$ cat config.mk
export PLATFORM = sky130hd
export DESIGN_NAME = if_id_buffer
export DESIGN_NICKNAME = d
export VERILOG_FILES = /design/src/rtl/if_id_buffer.sv
export SDC_FILE = /design/constraint.sdc
export NUM_CORES = 1
export LEC_CHECK = 0
export CELL_PAD_IN_SITES_DETAIL_PLACEMENT = 1
export CELL_PAD_IN_SITES_GLOBAL_PLACEMENT = 1
export CORE_MARGIN = 3
export CORE_UTILIZATION = 40
export CTS_CLUSTER_SIZE = 28
export DETAILED_ROUTE_END_ITERATION = 10
export GPL_ROUTABILITY_DRIVEN = 0
export PLACE_DENSITY = 0.89
export SYNTH_ARGS = -nofsm -noshare
export SYNTH_HDL_FRONTEND = slang
export SYNTH_SLANG_ARGS = --single-unit
$ cat constraint.sdc
create_clock -name clk -period 12.25 [get_ports clk]
set_input_delay 3.675 -clock clk [delete_from_list [all_inputs] [get_ports clk]]
set_output_delay 3.675 -clock clk [all_outputs]
set_load 0.03 [all_outputs]
$ cat src/rtl/if_id_buffer.sv
// ---------------------------------------------------------------------------
// if_id_buffer
//   Two-entry elastic buffer between fetch and decode. An output register
//   (OUT) feeds decode directly. A skid register (SKID) catches the one
//   instruction that fetch may push while decode is stalled. Because of SKID,
//   if_ready_o depends only on occupancy and never on stall_i.
//
// Ports
//   clk         in   rising-edge clock
//   rst         in   asynchronous active-high reset
//   if_valid_i  in   fetch presents an instruction
//   if_pc_i     in   [31:0] PC of the presented instruction
//   if_inst_i   in   [63:0] presented instruction ([63:60] access type)
//   if_ready_o  out  buffer accepts this cycle (low only when FULL or in reset)
//   stall_i     in   decode holds its current instruction
//   flush_i     in   discard everything buffered plus this cycle's input
//   id_valid_o  out  id_pc_o / id_inst_o carry a real instruction
//   id_pc_o     out  [31:0] PC to decode (0 when not valid)
//   id_inst_o   out  [63:0] instruction to decode (0 when not valid -> NOP)
// ---------------------------------------------------------------------------
module if_id_buffer (
  input  logic        clk,
  input  logic        rst,
  input  logic        if_valid_i,
  input  logic [31:0] if_pc_i,
  input  logic [63:0] if_inst_i,
  output logic        if_ready_o,
  input  logic        stall_i,
  input  logic        flush_i,
  output logic        id_valid_o,
  output logic [31:0] id_pc_o,
  output logic [63:0] id_inst_o
);

  typedef enum logic [1:0] {
    EMPTY = 2'd0,
    ONE   = 2'd1,
    FULL  = 2'd2
  } state_t;

  state_t      r_state;
  logic [31:0] r_out_pc;
  logic [63:0] r_out_inst;
  logic [31:0] r_skid_pc;
  logic [63:0] r_skid_inst;

  logic w_accept;
  logic w_consume;

  assign if_ready_o = ~rst & (r_state != FULL);
  assign w_accept   = if_valid_i & if_ready_o;
  assign w_consume  = id_valid_o & ~stall_i;

  assign id_valid_o = (r_state != EMPTY);
  // OUT is zeroed whenever the buffer drains, so it reads as a NOP when idle.
  assign id_pc_o    = r_out_pc;
  assign id_inst_o  = r_out_inst;

  always_ff @(posedge clk or posedge rst) begin
    if (rst) begin
      r_state     <= EMPTY;
      r_out_pc    <= '0;
      r_out_inst  <= '0;
      r_skid_pc   <= '0;
      r_skid_inst <= '0;
    end else if (flush_i) begin
      // Flush wins over everything, including an input accepted this cycle.
      r_state     <= EMPTY;
      r_out_pc    <= '0;
      r_out_inst  <= '0;
      r_skid_pc   <= '0;
      r_skid_inst <= '0;
    end else begin
      case (r_state)
        EMPTY: begin
          if (w_accept) begin
            r_out_pc   <= if_pc_i;
            r_out_inst <= if_inst_i;
            r_state    <= ONE;
          end
        end
        ONE: begin
          if (w_consume && w_accept) begin
            r_out_pc   <= if_pc_i;
            r_out_inst <= if_inst_i;
          end else if (w_consume) begin
            r_out_pc   <= '0;
            r_out_inst <= '0;
            r_state    <= EMPTY;
          end else if (w_accept) begin
            // Decode is stalled: park the newcomer behind OUT.
            r_skid_pc   <= if_pc_i;
            r_skid_inst <= if_inst_i;
            r_state     <= FULL;
          end
        end
        FULL: begin
          if (w_consume) begin
            r_out_pc    <= r_skid_pc;
            r_out_inst  <= r_skid_inst;
            r_skid_pc   <= '0;
            r_skid_inst <= '0;
            r_state     <= ONE;
          end
        end
        default: r_state <= EMPTY;
      endcase
    end
  end

endmodule

; After elaboration in Yosys (flattened, before gate mapping)
; Index checks and enable logic that the tools add are counted.
; Widths: inputs -> output; s select.
[word_totals]
romBits = 0
latch_bits = 0
ramBits = 0
word_cells = 55
reg_bits = 194
mem_count = 0
output_inout_bits = 98
inputBits = 101
[classes]
n_eq_ne = 10
div_mod_pow = 0
addsub = 0
reduce_logical = 8
order_cmp = 0
muxes = 27
shift = 0
mul = 0
n_bitwise = 5
[ops]
columns = cell, count
row1 = $mux 64, 8
row2 = $mux 32, 8
row3 = $pmux 64 s3, 1
row4 = $pmux 64 s2, 1
row5 = $pmux 32 s3, 1
row6 = $pmux 32 s2, 1
row7 = $ne 3x3->1 const B, 5
row8 = $mux 2, 6
row9 = $ne 4x4->1 const B, 2
row10 = $reduce_and 4->1, 2
row11 = $pmux 2 s3, 1
row12 = $reduce_and 5->1, 1
row13 = $reduce_bool 4->1, 1
row14 = $and 1x1->1, 3
row15 = $reduce_bool 3->1, 1
row16 = $eq 2x1->1 const B, 1
row17 = $eq 2x2->1 const B, 1
row18 = $logic_not 2->1, 1
row19 = $ne 2x2->1 const B, 1
row20 = $not 1->1, 2
row21 = $reduce_bool 2->1, 1
row22 = $logic_and 1x1->1, 1

; Logic depth before layout (Yosys ltp)
[depth]
ltp_word = 8
mapped_depth = 9
depth_no_buf = 6

; Worst setup path after synthesis
; OpenSTA, ideal clock, no wires.
[synth_timing]
path_kind = input to output
from = input port rst
to = output port if_ready_o
required_ns = 8.575
stages = 1
setup_slack_ns = 4.498
arrival_ns = 4.077
path_buffers = 0
cell_sequence = nor2_1
[synth_between]
elab_chain_cells = 2
[synth_lines]
columns = element, line
row1 = "start, declared", 23  ; input logic rst,
row2 = $not 1->1, 50  ; assign if_ready_o = ~rst & (r_state != FULL);
row3 = $and 1x1->1, 50
row4 = "end, declared", 27  ; output logic if_ready_o,
; Every way passes these cells.

; Worst setup path after layout
; Ends and elaborated chain as after synthesis.

==> summary by stage <==
Worst setup path
The maximum fanout along the worst path is 6. The worst-case register-to-register setup slack is 8.65 ns. The reg-to-reg critical path endpoint is id_inst_o[40]. Measured in cells, the most critical reg-to-reg path has a length of 8. STA classifies the critical path endpoint as an output pin. The kind of critical path is in -> out. Data arrives at the worst endpoint at 5.15 ns. The startpoint identified for the worst register-to-register timing path is r_state[0]. The worst setup path is launched from an input port.

For the worst setup path, the data required time is 8.57 ns.

Routing
After detailed routing, the number of vias per cell comes to 6.24. Summed over all nets, wire length on met2 after detailed routing comes to 14900 um. In the routed design, unresolved DRC markers number 0. The length of the first detailed-routing pass in iterations is 6. The detailed router's first-iteration violation count is 548. The highest layer touched by signal routing is met4. Detailed routing inserted a total of 8248 vias.

The wire length on met3 is 1630 um. In this run the remaining antenna-violating nets after routing total 0. The final routed wirelength across all metal layers is 30200 um.

After detailed routing, the wire length on met1 is 12900 um. In the final routed layout, each cell accounts on average for 22.9 um.

CTS
The cell sitting at the root of the clock tree is a sky130_fd_sc_hd__clkbuf_16. The later-pin clock latency in the skew report is 0.44 ns. The clock tree from TritonCTS is built. The count of hold buffers inserted by post-cts repair is 0. The maximum root-to-sink buffer count is 2. The H-tree depth reported by CTS is 4. Once the clock tree was built, the setup fixing pass inserted 0 buffers.

After clock tree synthesis, the clock-pin slew on the worst setup and hold paths is 0.07 ns. Counting every sink on the clock net gives 194. The quantity of gates resized following cts is 0. The TritonCTS buffer count is 17.

Floorplanning
The number of ports placed on the die boundary is 199. The die is 155 um wide. In this run the core area contains 53 standard-cell rows. The placeable core region is 21400 um2. The full die area is 24100 um2. The effective utilization at floorplan is 41.6%.

The die is 155 um tall.

Min path
The hold path startpoint is id_pc_o[15]. The path class of the tightest hold or removal check is reg -> reg. The number of cells on the worst hold path is 2. The hold path endpoint is id_pc_o[15].

Timing
The final critical-path required period is 8.82 ns. The final number of setup-violating endpoints is 0. Static timing analysis puts the maximum clock frequency at 113 MHz. The clock arrives with 0.0101 ns of skew. The total count of max-transition violations in the final report is 0. Setup repair after global routing left no endpoint under its margin. The transition time at the pin with the least slew margin is 1.20 ns. The total count of hold-check failures in the final report is 0.

The relative max-transition margin is 19.9%. The share of the clock period used by the worst path after layout is 72.0%. For the final routed database, the setup TNS stands at 0 ns.

Final layout
The number of nets in the finished design is 1137. The repair_antennas step left the layout with diodes totalling 0. Leaving out filler cells and counting taps, the final layout contains 1321. Summing all non-filler instances in the final layout gives an area of 11500 um2. The layout has 2378 filler cells. The synthesis-to-finish area growth is 29.0%.

Summing all multi-input logic gate instances after layout gives 3640 um2. The register area is 4850 um2. Of the cells placed in the final design, the portion with a size suffix greater than 1 is 4.97%.

Placed design
Once detailed placement completed, the half-perimeter wirelength came to 17100 um. The placement-stage cell area is 10900 um2. Port buffering added 198 buffers.

The cell total after placement is 1289.

Outcome
The run finished with clean final reports.

Synthesis
Each instance of the synthesized netlist takes up on average 9.80 um2. The gate count after technology mapping is 909. Of all flip-flops after synthesis, the portion carrying an async set or reset was 100%. The count of warnings emitted by yosys is 0. The synthesized design contains 0 enable-type register cells. The net count after synthesis is 1013.

Of the synthesized area, sequential elements account for 54.5%. The synthesis-stage register bit count is 194. After synthesis the cells add up to 8910 um2. The most used flip-flop cell after synthesis is sky130_fd_sc_hd__dfrtp_1.

The netlist uses 31 different library cells.

Global routing
Global routing consumed, over all layers together, 24.8% of the routing resources. Summed over all layers, the global routing overflow is 0. Entering global routing, the biggest net connects 118 pins. The first-pass GRT wire length is 48300 um. The number of global-route vias before repair is 8647. The number of antenna violations at the first check in global routing is 0.

Pwr
IR analysis of the VDD net gives a maximum drop of 0.0000964 V. For this design the static power due to leakage is 4.64 nW. In this run the power density over the cells is 198 nW/um2.

Run
The reported max-cap violation count is 0.
==> report_power, final <==
part	switching [W]	internal [W]	total [W]
logic	0.000581	0.000317	0.000897
registers	0.0000691	0.000756	0.000825
clock network	0.000267	0.000286	0.000553
==> flip-flops by register name, summed over array words and instances (netlist names) <==
| name | flops |
|---|---|
| id_inst_o | 64 |
| r_skid_inst | 64 |
| id_pc_o | 32 |
| r_skid_pc | 32 |
| r_state | 2 |
==> through the flow <==
stage	hold slack [ns]	util [%]	power (W)	setup WS [ns]
6_report	0.535	53.7	0.00228	3.43
5_1_grt	0.556	53.7	0.00239	3.37
4_1_cts	0.538	53.7	0.00229	3.43
3_5_place_dp	0.522	51.0	0.00173	3.43
3_3_place_gp	0.506	51.0	0.00170	3.48
2_1_floorplan	0.507	-	0.00136	3.29
==> cells by family after synthesis <==
logic type | after synthesis | share of synthesized area (%)
mux | 2 | 0.281
flops | 194 | 54.5
simple gates | 305 | 18.8
compound gates | 295 | 21.0
fa+ha+maj | 3 | 0.421
buf+inv | 110 | 5.08
==> worst max-delay path, cell delays in order <==
cell                              delay [ns]
sky130_fd_sc_hd__clkdlybuf4s50_1        0.58
sky130_fd_sc_hd__nor2_1                 0.20
sky130_fd_sc_hd__clkdlybuf4s50_1        0.69
==> cell usage in the layout, fill, tap and decap left out, drive strengths merged, types with 3 or more instances in the layout <==
master,synthesis,routed
a21oi,96,96
a221oi,96,96
buf,26,12
clkbuf,78,20
clkdlybuf4s50,0,197
clkinvlp,0,7
dfrtp,194,194
ha,3,3
inv,6,10
nand3,98,98
nand3b,97,97
nor2,99,99
nor3,3,3
o21ai,98,98
==> area by class of cell <==
class | instances | area share, %
Clock inverter | 12 | 1.09
Sequential cell | 194 | 42.2
Tap cell | 275 | 2.99
Inverter | 6 | 0.261
Multi-Input combinational cell | 605 | 31.7
Clock buffer | 20 | 3.80
Timing Repair Buffer | 209 | 17.9
==> cells in the mapped netlist (all sizes together) (3+ instances only) <==
library cell / count / share of area, %
nor2: 99 / 4.2
dfrtp: 194 / 54
buf: 26 / 1.5
nand3b: 97 / 8.2
ha: 3 / 0.42
o21ai: 98 / 5.5
nand3: 98 / 5.5
inv: 6 / 0.25
nor3: 3 / 0.29
clkbuf: 78 / 3.3
a221oi: 96 / 9.4
a21oi: 96 / 5.4
==> routing by layer <==
layer,vias up,global-route usage [%]
li1,3599,-
met1,4297,34.2
met2,303,39.8
met3,49,4.23
met4,0,8.63
met5,-,0
==> worst max path at each step <==
stage | from | endpoint | cells past startpoint
2_1_floorplan | rst | id_inst_o[0] | 1
3_3_place_gp | rst | if_ready_o | 3
3_5_place_dp | rst | if_ready_o | 3
4_1_cts | rst | if_ready_o | 3
5_1_grt | rst | if_ready_o | 3
6_report | rst | if_ready_o | 3
No activity file was read; power rests on OpenSTA's default activity.
